File: config.mk
export PLATFORM = sky130hd
export DESIGN_NAME = uart_rx_cmd_ctrl_flat
export DESIGN_NICKNAME = d
export VERILOG_FILES = /design/src/rtl/uart_pkg.sv /design/src/rtl/uart_rx_cmd_ctrl_if.sv /design/src/rtl/uart_rx_cmd_ctrl.sv /design/src/flat_wrapper.sv
export SDC_FILE = /design/constraint.sdc
export NUM_CORES = 1
export LEC_CHECK = 0
export ABC_AREA = 1
export ABC_CLOCK_PERIOD_IN_PS = 2200
export CAP_MARGIN = 20
export CORE_MARGIN = 3
export CORE_UTILIZATION = 40
export DETAILED_ROUTE_END_ITERATION = 16
export PLACE_DENSITY = 0.66
export SYNTH_ARGS = -nofsm -noshare
export SYNTH_HDL_FRONTEND = slang
export SYNTH_SLANG_ARGS = --single-unit
File: constraint.sdc
create_clock -name clk -period 2.2 [get_ports clk]
set_input_delay 0.55 -clock clk [delete_from_list [all_inputs] [get_ports clk]]
set_output_delay 0.55 -clock clk [all_outputs]
set_load 0.05 [all_outputs]
File: src/rtl/uart_pkg.sv
// uart_pkg: shared opcodes, default widths and FSM state encoding for the UART command controller.
package uart_pkg;
    localparam int DEF_DATA_WIDTH = 8;
    localparam int DEF_ADDR_WIDTH = 4;
    localparam int DEF_RD_TIMEOUT = 16;
    localparam logic [7:0] DEF_WR_CMD = 8'hAA;
    localparam logic [7:0] DEF_RD_CMD = 8'hBB;
    localparam logic [2:0] S_IDLE    = 3'd0;
    localparam logic [2:0] S_WR_ADDR = 3'd1;
    localparam logic [2:0] S_WR_DATA = 3'd2;
    localparam logic [2:0] S_RD_ADDR = 3'd3;
    localparam logic [2:0] S_RD_WAIT = 3'd4;
    localparam logic [2:0] S_TX_SEND = 3'd5;
endpackage

File: src/rtl/uart_rx_cmd_ctrl_if.sv
// uart_rx_cmd_ctrl_if: RX byte stream, register-file access and TX byte signals of the command controller.
interface uart_rx_cmd_ctrl_if
    import uart_pkg::*;
#(
    parameter int DATA_WIDTH = DEF_DATA_WIDTH,
    parameter int ADDR_WIDTH = DEF_ADDR_WIDTH
) ();
    logic [DATA_WIDTH-1:0] rx_p_data;
    logic                  rx_d_vld;
    logic [DATA_WIDTH-1:0] rd_data;
    logic                  rd_data_vld;
    logic                  tx_busy;
    logic                  wr_en;
    logic                  rd_en;
    logic [ADDR_WIDTH-1:0] address;
    logic [DATA_WIDTH-1:0] wr_data;
    logic [DATA_WIDTH-1:0] tx_p_data;
    logic                  tx_d_vld;
    logic                  cmd_err;
    modport master (
        output rx_p_data, rx_d_vld, rd_data, rd_data_vld, tx_busy,
        input  wr_en, rd_en, address, wr_data, tx_p_data, tx_d_vld, cmd_err
    );
    modport slave (
        input  rx_p_data, rx_d_vld, rd_data, rd_data_vld, tx_busy,
        output wr_en, rd_en, address, wr_data, tx_p_data, tx_d_vld, cmd_err
    );
endinterface

File: src/rtl/uart_rx_cmd_ctrl.sv
// uart_rx_cmd_ctrl: decodes {WR_CMD,addr,data} / {RD_CMD,addr} byte frames into register strobes
// and forwards read data to the UART transmitter.
module uart_rx_cmd_ctrl
    import uart_pkg::*;
#(
    parameter int                    DATA_WIDTH = DEF_DATA_WIDTH,
    parameter int                    ADDR_WIDTH = DEF_ADDR_WIDTH,
    parameter logic [DATA_WIDTH-1:0] WR_CMD     = DEF_WR_CMD,
    parameter logic [DATA_WIDTH-1:0] RD_CMD     = DEF_RD_CMD,
    parameter int                    RD_TIMEOUT = DEF_RD_TIMEOUT
) (
    input logic               clk,
    input logic               rst,
    uart_rx_cmd_ctrl_if.slave bus
);
    localparam logic [7:0] TO_LAST = 8'(RD_TIMEOUT - 1);
    logic [2:0]            state_q, state_d;
    logic [7:0]            cnt_q, cnt_d;
    logic [ADDR_WIDTH-1:0] addr_q, addr_d;
    logic [DATA_WIDTH-1:0] wdata_q, wdata_d;
    logic [DATA_WIDTH-1:0] buf_q, buf_d;
    logic [DATA_WIDTH-1:0] txd_q, txd_d;
    logic                  wr_en_q, wr_en_d;
    logic                  rd_en_q, rd_en_d;
    logic                  tx_vld_q, tx_vld_d;
    logic                  err_q, err_d;
    always_comb begin
        state_d  = state_q;
        cnt_d    = cnt_q;
        addr_d   = addr_q;
        wdata_d  = wdata_q;
        buf_d    = buf_q;
        txd_d    = txd_q;
        wr_en_d  = 1'b0;
        rd_en_d  = 1'b0;
        tx_vld_d = 1'b0;
        err_d    = 1'b0;
        case (state_q)
            S_IDLE: if (bus.rx_d_vld) begin
                state_d = (bus.rx_p_data == WR_CMD) ? S_WR_ADDR :
                          (bus.rx_p_data == RD_CMD) ? S_RD_ADDR : S_IDLE;
                err_d   = (bus.rx_p_data != WR_CMD) && (bus.rx_p_data != RD_CMD);
            end
            S_WR_ADDR: if (bus.rx_d_vld) begin
                addr_d  = bus.rx_p_data[ADDR_WIDTH-1:0];
                state_d = S_WR_DATA;
            end
            S_WR_DATA: if (bus.rx_d_vld) begin
                wdata_d = bus.rx_p_data;
                wr_en_d = 1'b1;
                state_d = S_IDLE;
            end
            S_RD_ADDR: if (bus.rx_d_vld) begin
                addr_d  = bus.rx_p_data[ADDR_WIDTH-1:0];
                rd_en_d = 1'b1;
                cnt_d   = 8'd0;
                state_d = S_RD_WAIT;
            end
            S_RD_WAIT: begin
                // bytes arriving while a read is outstanding are dropped and flagged
                err_d = bus.rx_d_vld;
                if (bus.rd_data_vld) begin
                    buf_d   = bus.rd_data;
                    state_d = S_TX_SEND;
                end else if (cnt_q == TO_LAST) begin
                    err_d   = 1'b1;
                    state_d = S_IDLE;
                end else begin
                    cnt_d = cnt_q + 8'd1;
                end
            end
            S_TX_SEND: begin
                err_d = bus.rx_d_vld;
                if (!bus.tx_busy) begin
                    tx_vld_d = 1'b1;
                    txd_d    = buf_q;
                    state_d  = S_IDLE;
                end
            end
            default: state_d = S_IDLE;
        endcase
    end
    always_ff @(posedge clk or posedge rst) begin
        if (rst) begin
            state_q  <= S_IDLE;
            cnt_q    <= '0;
            addr_q   <= '0;
            wdata_q  <= '0;
            buf_q    <= '0;
            txd_q    <= '0;
            wr_en_q  <= 1'b0;
            rd_en_q  <= 1'b0;
            tx_vld_q <= 1'b0;
            err_q    <= 1'b0;
        end else begin
            state_q  <= state_d;
            cnt_q    <= cnt_d;
            addr_q   <= addr_d;
            wdata_q  <= wdata_d;
            buf_q    <= buf_d;
            txd_q    <= txd_d;
            wr_en_q  <= wr_en_d;
            rd_en_q  <= rd_en_d;
            tx_vld_q <= tx_vld_d;
            err_q    <= err_d;
        end
    end
    assign bus.wr_en     = wr_en_q;
    assign bus.rd_en     = rd_en_q;
    assign bus.address   = addr_q;
    assign bus.wr_data   = wdata_q;
    assign bus.tx_p_data = txd_q;
    assign bus.tx_d_vld  = tx_vld_q;
    assign bus.cmd_err   = err_q;
endmodule

File: src/flat_wrapper.sv
// flat-port wrapper written by rule: the top's interface ports become plain ports
module uart_rx_cmd_ctrl_flat import uart_pkg::*;
#(
    parameter int                    DATA_WIDTH = DEF_DATA_WIDTH,
    parameter int                    ADDR_WIDTH = DEF_ADDR_WIDTH,
    parameter logic [DATA_WIDTH-1:0] WR_CMD     = DEF_WR_CMD,
    parameter logic [DATA_WIDTH-1:0] RD_CMD     = DEF_RD_CMD,
    parameter int                    RD_TIMEOUT = DEF_RD_TIMEOUT
)
  (clk, rst, bus_rx_p_data, bus_rx_d_vld, bus_rd_data, bus_rd_data_vld, bus_tx_busy, bus_wr_en, bus_rd_en, bus_address, bus_wr_data, bus_tx_p_data, bus_tx_d_vld, bus_cmd_err);
  uart_rx_cmd_ctrl_if #(.DATA_WIDTH(DATA_WIDTH), .ADDR_WIDTH(ADDR_WIDTH)) bus_i ();
  input logic clk;
  input logic rst;
  input wire logic [$bits(bus_i.rx_p_data)-1:0] bus_rx_p_data;
  input wire logic [$bits(bus_i.rx_d_vld)-1:0] bus_rx_d_vld;
  input wire logic [$bits(bus_i.rd_data)-1:0] bus_rd_data;
  input wire logic [$bits(bus_i.rd_data_vld)-1:0] bus_rd_data_vld;
  input wire logic [$bits(bus_i.tx_busy)-1:0] bus_tx_busy;
  output wire logic [$bits(bus_i.wr_en)-1:0] bus_wr_en;
  output wire logic [$bits(bus_i.rd_en)-1:0] bus_rd_en;
  output wire logic [$bits(bus_i.address)-1:0] bus_address;
  output wire logic [$bits(bus_i.wr_data)-1:0] bus_wr_data;
  output wire logic [$bits(bus_i.tx_p_data)-1:0] bus_tx_p_data;
  output wire logic [$bits(bus_i.tx_d_vld)-1:0] bus_tx_d_vld;
  output wire logic [$bits(bus_i.cmd_err)-1:0] bus_cmd_err;
  assign bus_i.rx_p_data = bus_rx_p_data;
  assign bus_i.rx_d_vld = bus_rx_d_vld;
  assign bus_i.rd_data = bus_rd_data;
  assign bus_i.rd_data_vld = bus_rd_data_vld;
  assign bus_i.tx_busy = bus_tx_busy;
  assign bus_wr_en = bus_i.wr_en;
  assign bus_rd_en = bus_i.rd_en;
  assign bus_address = bus_i.address;
  assign bus_wr_data = bus_i.wr_data;
  assign bus_tx_p_data = bus_i.tx_p_data;
  assign bus_tx_d_vld = bus_i.tx_d_vld;
  assign bus_cmd_err = bus_i.cmd_err;
  uart_rx_cmd_ctrl #(.DATA_WIDTH(DATA_WIDTH), .ADDR_WIDTH(ADDR_WIDTH), .WR_CMD(WR_CMD), .RD_CMD(RD_CMD), .RD_TIMEOUT(RD_TIMEOUT)) u_core (.clk(clk), .rst(rst), .bus(bus_i));
endmodule
==> flow_metrics.env <==
export IMPL_setup_tns_ps=0
export IMPL_viasPerCell=4.51
export IMPL_synth_seq_cells=43
export IMPL_arrival_ps=1470
export IMPL_synth_distinct_cells=24
export IMPL_fmax_mhz=495
export IMPL_p_per_area_nw_per_um2=786
export IMPL_timing_rr_start="u_core.state_q[1]"
export IMPL_avgSynthCellArea_um2=8.12
export IMPL_die_y_um=77.4
export IMPL_synthesis_instances=251
export IMPL_grt_max_degree=44
export IMPL_drive_gt1_share_pct=9.00
export IMPL_cts_hold_fix_buffers=0
export IMPL_startpoint="u_core.bus.wr_data[1]"
export IMPL_via_count=1654
export IMPL_path_class="flop to output port"
export IMPL_drc=0
export IMPL_finClkSkew_ps=2.16
export IMPL_rows=25
export IMPL_drtIter0Drc=39
export IMPL_cts_made_buffers=5
export IMPL_wire_per_inst_um=11.1
export IMPL_crit_slowest_cell="clkdlybuf4s50_1"
export IMPL_ys_seq_area_share_pct=52.8
export IMPL_grt_pass1_wl_um=7070
export IMPL_clk_latency_ps=290
export IMPL_dp_hpwl_um=3060
export IMPL_intPower_mw=1.35
export IMPL_port_buffers=44
export IMPL_layout_common_cells="86 x nand2_1, 44 x clkdlybuf4s50_1, 43 x dfrtp_1"
export IMPL_relSlewSlack_pct=65.0
export IMPL_cts_sinks=43
export IMPL_finalHoldViolCount=0
export IMPL_boundaryPins=45
export IMPL_antenna_cells_inserted=0
export IMPL_p_comb_share_pct=31.4
export IMPL_cp_start_kind="flop"
export IMPL_layout_area_overhead_vs_synth_pct=29.3
export IMPL_seqPwrFrac_pct=46.8
export IMPL_synth_nets=273
export IMPL_irDropWorstVdd_v=0.000541
export IMPL_setup_viol=0
export IMPL_die_area_um2=5990
export IMPL_postCtsSetupBuffers=0
export IMPL_slowest_delay_ps=810
export IMPL_cp_max_fo=2
export IMPL_first_global_vias=1587
export IMPL_start_util_pct=42.3
export IMPL_switching_share_pct=34.9
export IMPL_clk_path_buf_depth=2
export IMPL_crit_chain="clkdlybuf4s50_1"
export IMPL_clk_pin_slew_ps=70
export IMPL_worstMarginPinSlew_ps=523
export IMPL_wl_um=4060
export IMPL_ant_nets=0
export IMPL_status="finished, final reports clean"
export IMPL_finish_net_count=323
export IMPL_htree_levels=2
export IMPL_place_congestion=0.822
export IMPL_die_w_um=77.4
export IMPL_track_usage_pct=14.8
export IMPL_cpLargestDelayFamily="buffers and inverters"
export IMPL_drv_cap=0
export IMPL_period_needed_ps=2020
export IMPL_cp_num_buf_inv=1
export IMPL_hold_ws_ps=477
export IMPL_coreArea_um2=4820
export IMPL_antenna_found_initial=0
export IMPL_layout_commonest_cell="nand2_1"
export IMPL_p_leak_nw=1.32
export IMPL_hp_class="flop to flop"
export IMPL_period_share_pct=91.8
export IMPL_cts_resized=0
export IMPL_p_sw_mw=0.723
export IMPL_yosysWarnings=0
export IMPL_cts_tree="yes"
export IMPL_crit_path_end_kind="output port"
export IMPL_dr_pass1_iters=4
export IMPL_clock_power_share_pct=21.7
export IMPL_hold_start="u_core.bus.tx_p_data[7]"
export IMPL_root_buffer="clkbuf_8"
export IMPL_grt_overflow=0
export IMPL_syn_area_um2=2040
export IMPL_cp_required_ps=1650
export IMPL_rsz0062_at_grt="false"
export IMPL_slew_viol_final=0
## synthesized netlist by cell type, drive strengths merged
cell	count	area share, %
buf	3	1.5
clkbuf	1	0.18
o21ai	21	6.4
inv	32	5.9
xor2	2	0.86
dfrtp	43	53
nor2	31	6.4
nand3	10	2.5
nor3	1	0.25
mux2	1	0.55
nand2	92	18
or2	1	0.31
nand4	1	0.31
a21oi	9	2.2
nand3b	2	0.74
ha	1	0.61
## cell type report
type / instances / area (um^2)
Inverter: 32 / 120
Fill cell: 469 / 2180
Sequential cell: 43 / 1080
Tap cell: 67 / 83.8
Clock buffer: 6 / 72.6
Timing Repair Buffer: 47 / 475
Multi-Input combinational cell: 172 / 807
## per-layer routing
layer / vias to the layer above / share of wire [%] / routed length [um] / global-route usage [%]
met3: 6 / 5.1 / 207 / 4.64
met4: 0 / 1.3 / 54 / 4.80
met1: 738 / 49 / 2010 / 20.0
li1: 869 / - / - / -
met2: 41 / 44 / 1790 / 22.6
met5: - / 0 / 0 / 0
## through the flow
step	power (mW)	setup WS (ps)	instance area, um^2	utilization, %	cells
after floorplan	1.40	647	2040	-	251
after detailed placement	1.65	403	2560	53.2	361
after global routing	2.18	132	2640	54.7	367
after global placement	1.64	437	2560	53.2	361
final	2.07	180	2640	54.7	367
after CTS	2.10	160	2640	54.7	367
## flip-flops by register name (all words and copies together) (netlist names)
signal                cells
u_core.buf_q              8
u_core.bus.address        4
u_core.bus.cmd_err        1
u_core.bus.rd_en          1
u_core.bus.tx_d_vld       1
u_core.bus.tx_p_data      8
u_core.bus.wr_data        8
u_core.bus.wr_en          1
u_core.cnt_q              8
u_core.state_q            3
## power groups by stage
| stage | sequential (mW) | clock (mW) | combinational (mW) |
|---|---|---|---|
| 4_1_cts | 0.972 | 0.467 | 0.661 |
| 3_5_place_dp | 0.986 | 0 | 0.660 |
| 3_3_place_gp | 0.983 | 0 | 0.656 |
| 2_1_floorplan | 1.26 | 0 | 0.134 |
| 5_1_grt | 0.984 | 0.498 | 0.694 |
| 6_report | 0.970 | 0.450 | 0.651 |
## worst paths after layout
| kind | endpoint | slack (ps) | cells past startpoint |
|---|---|---|---|
| setup / recovery | bus_wr_data[1] | 180 | 1 |
| hold / removal | u_core.bus.tx_p_data[7] | 480 | 2 |
| setup reg to reg | u_core.cnt_q[6] | 710 | 9 |
| hold reg to reg | u_core.bus.tx_p_data[7] | 480 | 2 |
| max in group asynchronous | u_core.cnt_q[2] | 1400 | 3 |
| min in group asynchronous | u_core.bus.address[2] | 600 | 3 |
## cells by family (layout without fill, tap and decap cells)
logic type,after synthesis,after routing,share of synthesized area [%]
fa+ha+maj,1,1,0.614
flops,43,43,52.8
simple gates,138,138,28.9
buf+inv,36,85,7.61
mux,1,1,0.552
xor+xnor,2,2,0.860
compound gates,30,30,8.66
No activity file was read; power rests on OpenSTA's default activity.
